File: config.mk
export PLATFORM = sky130hd
export DESIGN_NAME = cmp_sched
export DESIGN_NICKNAME = d
export VERILOG_FILES = /design/src/rtl/cmp_sched_pkg.sv /design/src/rtl/cmp_unit.sv /design/src/rtl/cmp_sched.sv
export SDC_FILE = /design/constraint.sdc
export NUM_CORES = 1
export LEC_CHECK = 0
export ABC_AREA = 1
export CAP_MARGIN = 20
export CORE_MARGIN = 2
export CORE_UTILIZATION = 52
export CTS_CLUSTER_SIZE = 24
export DETAILED_ROUTE_END_ITERATION = 10
export HOLD_SLACK_MARGIN = 0.08
export PLACE_DENSITY_LB_ADDON = 0.3
export RECOVER_POWER = 50
export SLEW_MARGIN = 20
export SYNTH_ARGS = -nofsm -noshare
export SYNTH_HDL_FRONTEND = slang
export SYNTH_SLANG_ARGS = --single-unit
File: constraint.sdc
create_clock -name clk -period 4.9 [get_ports clk]
set_input_delay 0.98 -clock clk [delete_from_list [all_inputs] [get_ports clk]]
set_output_delay 0.98 -clock clk [all_outputs]
set_load 0.03 [all_outputs]
File: src/rtl/cmp_sched_pkg.sv
// Shared types and the round-robin pick helper for the cmp_sched comparator scheduler.
package cmp_sched_pkg;

    localparam int unsigned MAX_NREQ = 8;
    localparam int unsigned MAX_IDW  = 3;

    typedef enum logic [2:0] {
        LE   = 3'd0,
        LT   = 3'd1,
        GE   = 3'd2,
        GT   = 3'd3,
        EQ   = 3'd4,
        NE   = 3'd5,
        RSV6 = 3'd6,
        RSV7 = 3'd7
    } cmp_op_e;

    typedef enum logic [1:0] {
        IDLE = 2'd0,
        CMP  = 2'd1,
        RESP = 2'd2
    } state_e;

    // Returns {found, index} of the first valid requester at or after ptr, wrapping at nreq.
    function automatic logic [MAX_IDW:0] rr_pick(input logic [MAX_NREQ-1:0] valid,
                                                 input logic [MAX_IDW-1:0]  ptr,
                                                 input int unsigned         nreq);
        logic [MAX_IDW:0] pick;
        logic             found;
        int unsigned      k;
        pick  = '0;
        found = 1'b0;
        for (int unsigned off = 0; off < MAX_NREQ; off++) begin
            k = 32'(ptr) + off;
            if (k >= nreq) begin
                k = k - nreq;
            end
            if ((off < nreq) && !found && valid[k[MAX_IDW-1:0]]) begin
                found = 1'b1;
                pick  = {1'b1, k[MAX_IDW-1:0]};
            end
        end
        return pick;
    endfunction

endpackage

File: src/rtl/cmp_unit.sv
// Combinational unsigned magnitude/equality comparator; reserved opcodes flag err.
module cmp_unit
    import cmp_sched_pkg::*;
#(
    parameter int unsigned WIDTH = 4
) (
    input  cmp_op_e          op_i,
    input  logic [WIDTH-1:0] a_i,
    input  logic [WIDTH-1:0] b_i,
    output logic             result_o,
    output logic             err_o
);

    always_comb begin
        result_o = 1'b0;
        err_o    = 1'b0;
        unique case (op_i)
            LE:      result_o = (a_i <= b_i);
            LT:      result_o = (a_i <  b_i);
            GE:      result_o = (a_i >= b_i);
            GT:      result_o = (a_i >  b_i);
            EQ:      result_o = (a_i == b_i);
            NE:      result_o = (a_i != b_i);
            default: err_o    = 1'b1;
        endcase
    end

endmodule

File: src/rtl/cmp_sched.sv
// Round-robin scheduler sharing one comparator among NREQ requesters; one compare in flight.
module cmp_sched
    import cmp_sched_pkg::*;
#(
    parameter  int unsigned NREQ  = 4,
    parameter  int unsigned WIDTH = 4,
    localparam int unsigned IDW   = $clog2(NREQ)
) (
    input  logic                  clk,
    input  logic                  rst_n,
    input  logic [NREQ-1:0]       req_valid,
    output logic [NREQ-1:0]       req_ready,
    input  logic [NREQ*3-1:0]     req_op,
    input  logic [NREQ*WIDTH-1:0] req_a,
    input  logic [NREQ*WIDTH-1:0] req_b,
    output logic                  rsp_valid,
    input  logic                  rsp_ready,
    output logic [IDW-1:0]        rsp_id,
    output logic                  rsp_result,
    output logic                  rsp_err,
    output logic                  busy
);

    state_e           state_q, state_d;
    logic [IDW-1:0]   rr_ptr_q, rr_ptr_d;
    cmp_op_e          op_q, op_d;
    logic [WIDTH-1:0] a_q, a_d;
    logic [WIDTH-1:0] b_q, b_d;
    logic [IDW-1:0]   id_q, id_d;
    logic             rsp_valid_q, rsp_valid_d;
    logic [IDW-1:0]   rsp_id_q, rsp_id_d;
    logic             rsp_result_q, rsp_result_d;
    logic             rsp_err_q, rsp_err_d;

    logic [MAX_IDW:0]   pick;
    logic               pick_vld;
    logic [MAX_IDW-1:0] pick_idx;
    logic               cu_result;
    logic               cu_err;

    assign pick     = rr_pick(MAX_NREQ'(req_valid), MAX_IDW'(rr_ptr_q), NREQ);
    assign pick_vld = pick[MAX_IDW];
    assign pick_idx = pick[MAX_IDW-1:0];

    cmp_unit #(.WIDTH(WIDTH)) u_cmp_unit (
        .op_i     (op_q),
        .a_i      (a_q),
        .b_i      (b_q),
        .result_o (cu_result),
        .err_o    (cu_err)
    );

    // Grant strobe is only offered while idle.
    always_comb begin
        req_ready = '0;
        if ((state_q == IDLE) && pick_vld) begin
            for (int unsigned i = 0; i < NREQ; i++) begin
                req_ready[i] = (pick_idx == MAX_IDW'(i));
            end
        end
    end

    always_comb begin
        state_d      = state_q;
        rr_ptr_d     = rr_ptr_q;
        op_d         = op_q;
        a_d          = a_q;
        b_d          = b_q;
        id_d         = id_q;
        rsp_valid_d  = rsp_valid_q;
        rsp_id_d     = rsp_id_q;
        rsp_result_d = rsp_result_q;
        rsp_err_d    = rsp_err_q;
        unique case (state_q)
            IDLE: begin
                if (pick_vld) begin
                    for (int unsigned i = 0; i < NREQ; i++) begin
                        if (pick_idx == MAX_IDW'(i)) begin
                            op_d = cmp_op_e'(req_op[i*3 +: 3]);
                            a_d  = req_a[i*WIDTH +: WIDTH];
                            b_d  = req_b[i*WIDTH +: WIDTH];
                            id_d = IDW'(i);
                        end
                    end
                    state_d = CMP;
                end
            end
            CMP: begin
                rsp_result_d = cu_result;
                rsp_err_d    = cu_err;
                rsp_id_d     = id_q;
                rsp_valid_d  = 1'b1;
                state_d      = RESP;
            end
            RESP: begin
                if (rsp_ready) begin
                    rsp_valid_d = 1'b0;
                    rr_ptr_d    = (id_q == IDW'(NREQ - 1)) ? '0 : id_q + IDW'(1);
                    state_d     = IDLE;
                end
            end
            default: state_d = IDLE;
        endcase
    end

    always_ff @(posedge clk or negedge rst_n) begin
        if (!rst_n) begin
            state_q      <= IDLE;
            rr_ptr_q     <= '0;
            op_q         <= LE;
            a_q          <= '0;
            b_q          <= '0;
            id_q         <= '0;
            rsp_valid_q  <= 1'b0;
            rsp_id_q     <= '0;
            rsp_result_q <= 1'b0;
            rsp_err_q    <= 1'b0;
        end else begin
            state_q      <= state_d;
            rr_ptr_q     <= rr_ptr_d;
            op_q         <= op_d;
            a_q          <= a_d;
            b_q          <= b_d;
            id_q         <= id_d;
            rsp_valid_q  <= rsp_valid_d;
            rsp_id_q     <= rsp_id_d;
            rsp_result_q <= rsp_result_d;
            rsp_err_q    <= rsp_err_d;
        end
    end

    assign rsp_valid  = rsp_valid_q;
    assign rsp_id     = rsp_id_q;
    assign rsp_result = rsp_result_q;
    assign rsp_err    = rsp_err_q;
    assign busy       = (state_q != IDLE);

endmodule

==> results.py <==
metrics = {
    "cells_and_area": {
        "nNetsFinal": 444,
        "area_delta_synth_final_pct": 32.1,
        "n_fill_cell": 325,
        "drive_gt1_share_pct": 9.42,
        "antenna_cells": 0,
    },
    "routing": {
        "routed_wl_um": 4770,
        "drt-pass1-iter-count": 4,
        "postRouteAntennaNets": 0,
        "vias": 2136,
        "avgViaCountPerCell": 4.97,
        "drc_errors": 0,
        "drtIter0Drc": 66,
        "wire_per_inst_um": 11.1,
    },
    "logic_synthesis": {
        "async_reset_ff_share_pct": 100,
        "syn_nets": 389,
        "synth_edf_count": 0,
        "synth_top_area_share_pct": 26.8,
        "synth_seq_cells": 22,
        "syn_area_um2": 2050,
        "yosys_most_used_dff": "dfrtp_1",
        "synth_cells": 328,
        "synthTopCellsByArea": "dfrtp_1, nand2_1, inv_1",
        "synth_cell_types": 27,
        "yosysWarnings": 0,
        "seq_area_frac_synth_pct": 26.8,
        "synth_top_area_cell": "dfrtp_1",
        "synth.avg_cell_area_um2": 6.26,
    },
    "sta": {
        "rsz0062_at_grt": "false",
        "fin_crit_ns": 4.48,
        "finalHoldViolations": 0,
        "setup_tns_ns": 0,
        "finalSetupViolations": 0,
        "max_slew_margin_pct": 48.2,
        "fmax_mhz": 223,
        "fin_crit_sh_pct": 91.5,
        "skew_ns": 0.00147,
        "worst_pin_slew_ns": 0.777,
        "maxSlewViolCount": 0,
    },
    "cts": {
        "path_clk_slew_ns": 0.08,
        "h-tree-depth": 1,
        "numClockSinks": 22,
        "clk_path_buf_depth": 2,
        "ctsResizeCount": 0,
        "clockRootBuffer": "clkbuf_8",
        "ctsHoldBuffers": 0,
        "cts_setup_buffers": 0,
        "cts_buffers": 3,
        "tritoncts": "yes",
        "clock_latency_ns": 0.26,
    },
    "status": {
        "status": "complete, no violations",
    },
    "critical_path": {
        "reg2reg_to": "b_q[0]$_DFFE_PN0P_",
        "startpoint": "req_valid[3]",
        "end_kind": "output port",
        "worst-setup-path-type": "in2out",
        "rrSetupSlack_ns": 1.81,
        "crit_required_ns": 3.92,
        "r2r_start": "rr_ptr_q[0]$_DFFE_PN0P_",
        "critPathCapture": "req_ready[1]",
        "reg2regPathDepth": 14,
        "worstPathArrival_ns": 3.50,
        "start_kind": "input pin",
        "crit_fanout": 16,
    },
    "grt": {
        "grt_use_total_pct": 23.5,
        "grt.overflow.total": 0,
        "grt_antenna_before_repair": 0,
        "grt_pass1_wl_um": 8040,
        "grt_pass1_vias": 1916,
        "grt_max_degree": 23,
    },
    "power": {
        "p_sw_w": 0.00118,
        "pwr-share-comb_pct": 75.4,
        "finalPower_w": 0.00213,
        "p_leak_nw": 1.53,
        "p_int_w": 0.000945,
        "power_density_nw_per_um2": 785,
        "swShare_pct": 55.6,
        "ir_drop_v": 0.000383,
        "clock_power_share_pct": 7.8,
        "pwr-share-seq_pct": 16.8,
    },
    "floorplan": {
        "fp.dieH_um": 66.8,
        "initial_core_util_pct": 55.2,
        "ios": 61,
        "die_area_um2": 4460,
        "die_x_um": 66.8,
        "core_um2": 3720,
        "row_count": 22,
    },
    "placement": {
        "gp_congestion": 0.908,
        "io_buffers": 60,
        "dp_hpwl_um": 3850,
    },
    "flow_run": {
        "max_cap_violations": 0,
    },
    "min_path": {
        "hp-class": "reg2reg",
    },
}
==> kinds of logic after synthesis <==
kind of cell,share of synthesized area [%]
DFF,26.8
and+or+nand+nor,40.0
buffers and inverters,18.9
AOI/OAI and AO/OA,8.17
adders and majority gates,6.10
==> layout make-up <==
class	instances	area, um^2	share of cell area, %
multi-input combinational	215	1110	41.1
timing repair buffer	62	612	22.6
sequential	22	551	20.3
inverter	79	304	11.2
tap	48	60.1	2.22
clock buffer	3	41.3	1.52
clock inverter	1	30.0	1.11
==> power by group through the flow <==
stage	clock network, W	logic (W)	registers (W)
after floorplan	0	0.00129	0.000367
after global placement	0	0.00155	0.000356
after detailed placement	0	0.00160	0.000360
after CTS	0.000169	0.00161	0.000358
after global routing	0.000180	0.00182	0.000369
final	0.000167	0.00160	0.000357
==> Yosys cell counts (2+ instances only) <==
cell type and instances:
nand4_1 14, nor2_1 9, nor2_2 3, nand2_2 8
inv_1 67, o21ai_0 7, inv_2 10, a21oi_1 5
buf_2 7, ha_1 10, dfrtp_1 22, nand3_1 34
nand3_2 6, o21ai_1 12, buf_6 3, nor3_1 2
nand2_1 98, buf_4 2
==> stage by stage <==
stage | setup slack, ns | util [%] | cells | hold WS (ns) | area, um^2
2_1_floorplan | 1.35 | - | 328 | 0.449 | 2050
3_3_place_gp | 0.490 | 70.9 | 425 | 0.466 | 2640
3_5_place_dp | 0.406 | 70.9 | 425 | 0.470 | 2640
4_1_cts | 0.397 | 72.9 | 429 | 0.489 | 2710
5_1_grt | 0.223 | 73.0 | 430 | 0.507 | 2710
6_report | 0.415 | 73.0 | 430 | 0.484 | 2710
==> flip-flops by register name, summed over array words and instances (netlist names) <==
| signal | cells |
|---|---|
| b_q | 4 |
| id_q | 2 |
| rsp_result | 1 |
| state_q | 2 |
| a_q | 4 |
| rr_ptr_q | 2 |
| rsp_id | 2 |
| rsp_err | 1 |
| rsp_valid | 1 |
| op_q | 3 |
==> worst min path at each step <==
stage / endpoint / startpoint / cells past startpoint / slack (ns)
6_report: rr_ptr_q[0]$_DFFE_PN0P_ / id_q[0]$_DFFE_PN0P_ / 1 / 0.48
5_1_grt: b_q[2]$_DFFE_PN0P_ / b_q[2]$_DFFE_PN0P_ / 2 / 0.51
4_1_cts: rr_ptr_q[0]$_DFFE_PN0P_ / id_q[0]$_DFFE_PN0P_ / 1 / 0.49
3_5_place_dp: b_q[3]$_DFFE_PN0P_ / b_q[3]$_DFFE_PN0P_ / 2 / 0.47
3_3_place_gp: b_q[3]$_DFFE_PN0P_ / b_q[3]$_DFFE_PN0P_ / 2 / 0.47
2_1_floorplan: a_q[0]$_DFFE_PN0P_ / a_q[0]$_DFFE_PN0P_ / 2 / 0.45
==> layer usage <==
| metal | track usage [%] | vias to the layer above | share of wire [%] |
|---|---|---|---|
| met2 | 43.6 | 55 | 50 |
| met5 | 0 | - | 0 |
| li1 | - | 1117 | - |
| met1 | 28.3 | 956 | 44 |
| met3 | 4.56 | 8 | 4.6 |
| met4 | 4.08 | 0 | 1.3 |
==> critical path: stages <==
cell and delay, ns:
clkdlybuf4s50_1 0.52, inv_1 0.05, nand2_1 0.08, nand3_2 0.10, nand2_2 0.11, inv_2 0.05
nand3_2 0.08, nand2_1 0.07, inv_2 0.07, nand2_4 0.11, inv_2 0.19, nand3_2 0.25
nor2_1 0.15, clkdlybuf4s50_1 0.68
==> cells in the final DEF (no fill, tap or decap), types with 6 or more instances in the layout <==
master           count
dfrtp_1             22
inv_1               67
ha_1                10
clkdlybuf4s50_1     58
nand4_1             14
nand3_1             34
nand2_1             98
inv_2               10
o21ai_0              7
nand3_2              6
o21ai_1             12
nor2_1               9
nand2_2              8
Power figures use the tool's default switching activity.
